`src/rtl/mat_serialize.sv`:
```
// Matrix-to-scalar serializer: captures one packed MxN float matrix and
// streams its elements row-major over a scalar stb/ack port.
module mat_serialize #(
    parameter int M = 2,
    parameter int N = 3,
    localparam int RW = (M > 1) ? $clog2(M) : 1,
    localparam int CW = (N > 1) ? $clog2(N) : 1
) (
    input  logic                         clk,
    input  logic                         rst,
    input  logic [M-1:0][N-1:0][31:0]    input_a,
    input  logic                         input_a_stb,
    output logic                         input_a_ack,
    output logic [31:0]                  output_z,
    output logic [RW-1:0]                output_z_row,
    output logic [CW-1:0]                output_z_col,
    output logic                         output_z_last,
    output logic                         output_z_stb,
    input  logic                         output_z_ack
);

    typedef enum logic {IDLE, SEND} state_t;

    state_t                      state_q, state_d;
    logic [M-1:0][N-1:0][31:0]   buf_q, buf_d;
    logic                        in_ack_q, in_ack_d;
    logic [31:0]                 z_q, z_d;
    logic [RW-1:0]               row_q, row_d;
    logic [CW-1:0]               col_q, col_d;
    logic                        last_q, last_d;
    logic                        stb_q, stb_d;

    int                          nr, nc;
    logic [31:0]                 nxt;

    always_comb begin
        nr = int'(row_q);
        nc = int'(col_q);
        if (nc == N - 1) begin
            nc = 0;
            nr = nr + 1;
        end else begin
            nc = nc + 1;
        end
        // Plain mux over all elements avoids out-of-range index widths.
        nxt = '0;
        for (int r = 0; r < M; r++) begin
            for (int c = 0; c < N; c++) begin
                if (r == nr && c == nc) nxt = buf_q[r][c];
            end
        end
    end

    always_comb begin
        state_d  = state_q;
        buf_d    = buf_q;
        in_ack_d = in_ack_q;
        z_d      = z_q;
        row_d    = row_q;
        col_d    = col_q;
        last_d   = last_q;
        stb_d    = stb_q;
        unique case (state_q)
            IDLE: begin
                in_ack_d = 1'b1;
                if (input_a_stb && in_ack_q) begin
                    buf_d    = input_a;
                    z_d      = input_a[0][0];
                    row_d    = '0;
                    col_d    = '0;
                    last_d   = (M * N == 1);
                    stb_d    = 1'b1;
                    in_ack_d = 1'b0;
                    state_d  = SEND;
                end
            end
            SEND: begin
                in_ack_d = 1'b0;
                if (output_z_ack && stb_q) begin
                    if (last_q) begin
                        stb_d    = 1'b0;
                        last_d   = 1'b0;
                        in_ack_d = 1'b1;
                        state_d  = IDLE;
                    end else begin
                        z_d    = nxt;
                        row_d  = RW'(nr);
                        col_d  = CW'(nc);
                        last_d = (nr == M - 1) && (nc == N - 1);
                    end
                end
            end
            default: state_d = IDLE;
        endcase
    end

    always_ff @(posedge clk) begin
        if (rst) begin
            state_q  <= IDLE;
            buf_q    <= '0;
            in_ack_q <= 1'b0;
            z_q      <= '0;
            row_q    <= '0;
            col_q    <= '0;
            last_q   <= 1'b0;
            stb_q    <= 1'b0;
        end else begin
            state_q  <= state_d;
            buf_q    <= buf_d;
            in_ack_q <= in_ack_d;
            z_q      <= z_d;
            row_q    <= row_d;
            col_q    <= col_d;
            last_q   <= last_d;
            stb_q    <= stb_d;
        end
    end

    assign input_a_ack   = in_ack_q;
    assign output_z      = z_q;
    assign output_z_row  = row_q;
    assign output_z_col  = col_q;
    assign output_z_last = last_q;
    assign output_z_stb  = stb_q;

endmodule
```
`config.mk`:
```
export PLATFORM = sky130hd
export DESIGN_NAME = mat_serialize
export DESIGN_NICKNAME = d
export VERILOG_FILES = /design/src/rtl/mat_serialize.sv
export SDC_FILE = /design/constraint.sdc
export NUM_CORES = 1
export LEC_CHECK = 0
export CORE_ASPECT_RATIO = 1.4
export CORE_MARGIN = 2
export CORE_UTILIZATION = 45
export CTS_CLUSTER_DIAMETER = 120
export DETAILED_ROUTE_END_ITERATION = 6
export PLACE_DENSITY = 0.76
export RECOVER_POWER = 100
export SKIP_CTS_REPAIR_TIMING = 1
export SLEW_MARGIN = 20
export SYNTH_ARGS = -nofsm -noshare
export SYNTH_HDL_FRONTEND = slang
export SYNTH_SLANG_ARGS = --single-unit
```
`constraint.sdc`:
```
create_clock -name clk -period 2.2 [get_ports clk]
set_input_delay 0.22 -clock clk [delete_from_list [all_inputs] [get_ports clk]]
set_output_delay 0.22 -clock clk [all_outputs]
set_load 0.03 [all_outputs]
```
==> impl_metrics.tcl, run 1 <==
set metrics [dict create \
    min_period_ns 2.07 \
    yosysWarnings 0 \
    routabilityCongestion 0.902 \
    start_util 0.461 \
    r2r_end "output_z[8]" \
    timing.rr.start "output_z_col[0]" \
    firstDrtPassIters 7 \
    netlist_instances 1308 \
    power.net_switching_uw 2470 \
    hold_slack_ns 0.209 \
    yosysTopAreaCellShare 0.458 \
    finalMaxSlewViolations 0 \
    drt-total-wl_um 31000 \
    synth_top_family_by_area "simple AND/OR/NAND/NOR gates" \
    place_area_um2 12700 \
    grt_pass1_vias 9137 \
    drc 0 \
    h-tree-depth 1 \
    syn-cell-area_um2 10100 \
    fin_ws_ns 0.131 \
    die_y_um 181 \
    synthMuxAreaShare 0.0423 \
    min_path_type "input port to flip-flop" \
    place_ws_ns 0.193 \
    startpoint_type "flip-flop" \
    endpoint_kind "flip-flop" \
    nets 1680 \
    placedCellCount 1754 \
    syn_area_per_cell_um2 7.73 \
    grt_max_degree 90 \
    synth-adder-area-share 0.00248 \
    drive_gt1_frac 0.0622 \
    netlist-cell-type-count 40 \
    synthSimpleGateAreaFrac 0.252 \
    hold_viol_final 0 \
    outcome "finished clean" \
    ys.flop_type "dfxtp_1" \
    p_int_uw 7500 \
    critical_path_class "flip-flop to flip-flop" \
    crit_chain "and2b_1 -> inv_2 -> ha_4 -> or2_1 -> buf_12 -> o22ai_1 -> a2111oi_0 -> o41ai_1" \
    worstPathArrival_ns 2.46 \
    setup_viol 0 \
    syn_nets 1506 \
    grt_usage 0.254 \
    worstRegToRegCells 8 \
    die_area_um2 23700 \
    fin_crit_sh 0.940 \
    port_buffers 233 \
    critPathSlowestCell "o41ai_1" \
    p_leak_uw 0.00478 \
    core_area_um2 21900 \
    max_stage_delay_ns 0.39 \
    cts_buffer_depth 3 \
    wl_per_cell_um 17.3 \
    yosysTopAreaCell "dfxtp_1" \
    skew_ns 0.0167 \
    clkPwrFrac 0.413 \
    clock_latency_ns 0.51 \
    ys_seq_area_frac 0.458 \
    final_area_um2 13400 \
    tightest_slew_ns 0.955 \
    cts.sinks 231 \
    fmax_mhz 483 \
    synth_area_leaders "dfxtp_1 46%, nand2_1 16%, a21oi_1 9.9%" \
    cts_buffers 23 \
    synthToLayoutAreaGrowth_pct 32.4 \
    cts_tree "built" \
    maxCapViolCount 0 \
    synth_compound_area_frac 0.190 \
    cts-root-buf "clkbuf_16" \
    nFillCells 1996 \
    seqPwrFrac 0.456 \
    final_cells 1793 \
    antenna_found_initial 1 \
    p_comb_frac 0.132 \
    synth-xor-area-share 0 \
    fin_util 0.610 \
    vdd_drop_max_mv 0.475 \
    synthArstFlopShare 0 \
    regToRegSetupSlack_ns 0.13 \
    synth_edf_count 0 \
    synth_seq_cells 231 \
    cp_max_fo 17 \
    core.rowCount 64 \
    required_ns 2.59 \
    power_density_nw_per_um2 745 \
    relSlewSlack 0.363 \
    antenna_left 0 \
    io_pins 234 \
    p_sw_frac 0.247 \
    grt_first_pass_wirelength_um 48100 \
    routed_via_density 5.42 \
    clk_pin_slew_ns 0.06 \
    fp.dieW_um 131 \
    grt_remaining_overflow 0 \
    dp_hpwl_um 21500 \
    drtIter0Drc 868 \
    num_vias 9727 \
    crit_path_end "output_z[8]" \
    cp-startpoint "output_z_col[0]" \
]
==> how the worst min path moves through the flow <==
stage | slack (ns) | to | depth (start not counted) | from
floorplan | 0.36 | buf_q[102] | 2 | input_a[102]
global placement | 0.44 | buf_q[64] | 2 | buf_q[64]
detailed placement | 0.44 | buf_q[67] | 2 | buf_q[67]
CTS | 0.20 | buf_q[45] | 2 | rst
global route | 0.24 | buf_q[44] | 2 | rst
finish | 0.21 | buf_q[40] | 2 | rst
==> cell type report <==
cell class	instances	area [um^2]	share of cell area
clock buffer	28	624	0.0467
clock inverter	10	158	0.0118
timing repair buffer	266	2640	0.197
tap	297	372	0.0278
multi-input combinational	956	4930	0.369
inverter	4	15.0	0.00112
antenna	1	2.50	0.000187
sequential	231	4630	0.346
==> flip-flops by register name, summed over array words and instances (netlist names) <==
name	count
buf_q	192
output_z	32
output_z_col	2
input_a_ack	1
output_z_last	1
output_z_row	1
output_z_stb	1
state_q	1
==> cells in the mapped netlist, types with 2 or more instances <==
| cell | count |
|---|---|
| buf_2 | 27 |
| a311o_1 | 8 |
| ha_1 | 2 |
| a21oi_1 | 199 |
| or2_1 | 2 |
| o41ai_1 | 24 |
| dfxtp_1 | 231 |
| inv_1 | 4 |
| nand3b_1 | 25 |
| nor2_1 | 56 |
| o21ai_0 | 5 |
| nand3_1 | 35 |
| buf_1 | 9 |
| and3_1 | 18 |
| o22ai_1 | 21 |
| buf_6 | 7 |
| o2bb2ai_1 | 5 |
| o21a_1 | 17 |
| nand2_1 | 430 |
| nand2b_1 | 7 |
| a2111oi_1 | 13 |
| buf_4 | 6 |
| clkbuf_1 | 68 |
| mux2_2 | 14 |
| a22oi_1 | 6 |
| a2111oi_0 | 4 |
| nor2b_1 | 21 |
| mux2i_1 | 27 |
| o2111a_1 | 6 |
==> placed cells by master, fill, tap and decap left out, drive strengths merged, types with 7 or more instances in the layout <==
cell | synthesis | final
clkbuf | 68 | 36
nand2b | 7 | 7
a21oi | 199 | 199
mux2i | 27 | 27
o22ai | 21 | 21
dlygate4sd3 | 0 | 36
nor2b | 21 | 21
nand3 | 35 | 35
clkdlybuf4s50 | 0 | 194
nand3b | 25 | 25
and3 | 18 | 18
a2111oi | 17 | 17
buf | 49 | 27
mux2 | 14 | 14
o41ai | 24 | 24
a311o | 8 | 8
o21a | 17 | 17
dfxtp | 231 | 231
nand2 | 430 | 430
nor2 | 56 | 56
==> metal layers <==
metal / global-route usage / share of wire / vias up
met5: 0 / 0 / -
met4: 0.0855 / 0.034 / 0
met3: 0.0364 / 0.074 / 60
met2: 0.401 / 0.46 / 408
met1: 0.354 / 0.43 / 4480
li1: - / - / 4779
==> worst max-delay path: cells and delay by family, from the launching register on <==
family	cells	cell delay, ns
simple gates	2	0.48
fa+ha+maj	1	0.24
buf+inv	2	0.22
compound gates	3	0.65
flops	1	0.35
==> metrics by stage <==
| stage | setup TNS, ns | total power (uW) |
|---|---|---|
| after detailed placement | 0 | 5980 |
| after global routing | -0.000156 | 10300 |
| after CTS | -0.0587 | 10100 |
| final | 0 | 9970 |
| after global placement | 0 | 5960 |
| after floorplan | 0 | 5290 |
==> power by group through the flow <==
stage / Sequential (uW) / Combinational, uW / Clock, uW
3_5_place_dp: 4630 / 1350 / 0
2_1_floorplan: 4670 / 623 / 0
5_1_grt: 4570 / 1420 / 4330
6_report: 4540 / 1310 / 4110
3_3_place_gp: 4630 / 1330 / 0
4_1_cts: 4540 / 1360 / 4150
==> kinds of logic (layout without fill, tap and decap cells) <==
kind of cell / after synthesis / count (layout)
simple gates: 601 / 601
compound gates: 312 / 312
flops: 231 / 231
buf+inv: 121 / 308
mux: 41 / 41
fa+ha+maj: 2 / 2
other cells: 0 / 1
Power figures use the tool's default switching activity.
==> run 2: changes to the inputs <==
--- a/config.mk
+++ b/config.mk
@@ -5,6 +5,7 @@
 export SDC_FILE = /design/constraint.sdc
 export NUM_CORES = 1
 export LEC_CHECK = 0
+export ABC_CLOCK_PERIOD_IN_PS = 2200
 export CORE_ASPECT_RATIO = 1.4
 export CORE_MARGIN = 2
 export CORE_UTILIZATION = 45
==> constraint.sdc (replaced) <==
create_clock -name clk -period 2.2 [get_ports clk]
set_input_delay 0.44 -clock clk [delete_from_list [all_inputs] [get_ports clk]]
set_output_delay 0.44 -clock clk [all_outputs]
set_load 0.03 [all_outputs]
==> impl_metrics.tcl, run 2 (synthesized netlist as in run 1, its figures left out) <==
set metrics [dict create \
    wl_per_cell_um 17.1 \
    grt.busiest_layer "met2" \
    nets 1685 \
    relSlewSlack 0.327 \
    power_density_nw_per_um2 720 \
    multiInputGateArea_um2 4960 \
    final_cells 1800 \
    setup_viol 0 \
    core_area_um2 21900 \
    vdd_drop_max_mv 0.482 \
    largest_reg_flops 192 \
    fin_crit_sh 0.958 \
    crit_chain "clkdlybuf4s50_1" \
    skew_ns 0.0175 \
    worstPathArrival_ns 1.67 \
    clk_pin_slew_ns 0.06 \
    cts.sinks 231 \
    dp_hpwl_um 21600 \
    antenna_found_initial 3 \
    finalMaxSlewViolations 0 \
    grt_pass1_vias 9235 \
    regArea_um2 4630 \
    tightest_slew_ns 1.01 \
    critPathSlowestCell "clkdlybuf4s50_1" \
    cts-root-buf "clkbuf_16" \
    start_util 0.461 \
    worstRegToRegCells 8 \
    power.total_uw 9690 \
    fin_util 0.613 \
    path_depth 1 \
    firstDrtPassIters 5 \
    num_vias 9733 \
    use_met2 0.399 \
    p_sw_frac 0.251 \
    fp.dieW_um 131 \
    nFillCells 2001 \
    grt_first_pass_wirelength_um 48800 \
    met1_usage 0.358 \
    cts_buffers 23 \
    grt_remaining_overflow 0 \
    mostFrequentLayoutCell "nand2_1" \
    antenna_left 0 \
    drt-total-wl_um 30900 \
    die_area_um2 23700 \
    outcome "finished clean" \
    die_y_um 181 \
    drive_gt1_frac 0.0627 \
    rsz0062_at_grt "yes" \
    grt_use_met3 0.0293 \
    port_buffers 233 \
    cts_tree "built" \
    drc 0 \
    endpoint_kind "primary output" \
    fmax_mhz 475 \
    clkPwrFrac 0.391 \
    cp.buffers_inverters 1 \
    final_cell_mix "430 x nand2_1, 230 x clkdlybuf4s50_1, 229 x dfxtp_1, 199 x a21oi_1, 55 x nor2_1" \
    core.rowCount 64 \
    synthToLayoutAreaGrowth_pct 33.1 \
    startpoint_type "flip-flop" \
    h-tree-depth 1 \
    grt_usage 0.257 \
    hold_viol_final 0 \
    cp_max_fo 7 \
    place_area_um2 12800 \
    p_comb_frac 0.141 \
    io_pins 234 \
    cts_buffer_depth 3 \
    clock_latency_ns 0.51 \
    max_stage_delay_ns 0.71 \
    final_area_um2 13500 \
    p_leak_uw 0.00468 \
    critical_path_class "flip-flop to primary output" \
    grt_max_degree 90 \
    maxCapViolCount 0 \
    routabilityCongestion 0.953 \
    cp_top_family "buffers and inverters" \
    p_int_uw 7260 \
    placedCellCount 1759 \
    hold_slack_ns 0.327 \
    power.net_switching_uw 2430 \
    routed_via_density 5.41 \
    min_path_type "input port to flip-flop" \
    hold-path-cell-count 2 \
    regMostFlops "buf_q" \
    min_period_ns 2.11 \
    required_ns 1.76 \
    drtIter0Drc 663 \
    seqPwrFrac 0.468 \
]
## run 2: cell types whose count changed in the layout (fill, tap and decap cells not counted), moves of 3 or more
cell,previous run,this run
clkbuf_1,3,9
dlygate4sd3_1,36,0
a2111oi_0,12,1
a2111oi_1,5,14
clkdlybuf4s50_1,194,230
bufinv_16,4,1
buf_12,6,12
## run 2: final timing paths
path                                 startpoint            end  slack [ns]
worst min register to register       buf_q[104]     buf_q[104]        0.45
worst max register to register  output_z_col[0]   output_z[12]        0.10
worst max-delay path              output_z_last  output_z_last        0.09
worst min-delay path                        rst      buf_q[25]        0.33
## run 2: area by class of cell
cell class                 instances  share of cell area
antenna                            3            0.000558
clock inverter                     4             0.00335
multi-input combinational        956               0.369
tap                              297              0.0276
clock buffer                      34              0.0496
inverter                           4             0.00112
sequential                       231               0.344
timing repair buffer             271               0.205
## run 2: power groups by stage
stage	sequential, uW	clock (uW)	combinational [uW]
after CTS	4530	3850	1380
after floorplan	4670	0	623
after global routing	4560	4030	1480
after global placement	4620	0	1360
after detailed placement	4620	0	1380
final	4540	3790	1370
## run 2: metrics by stage
stage	setup TNS (ns)	setup WS [ns]
global route	-0.0447	-0.0275
CTS	-0.0631	-0.0631
floorplan	0	0.00139
detailed placement	0	0.121
global placement	0	0.174
finish	0	0.0927
## run 2: routing by layer
layer | wire (um) | share of wire | up-vias
met3 | 1910 | 0.062 | 73
met2 | 14300 | 0.46 | 354
met5 | 0 | 0 | -
met1 | 13300 | 0.43 | 4515
li1 | - | - | 4791
met4 | 1310 | 0.042 | 0
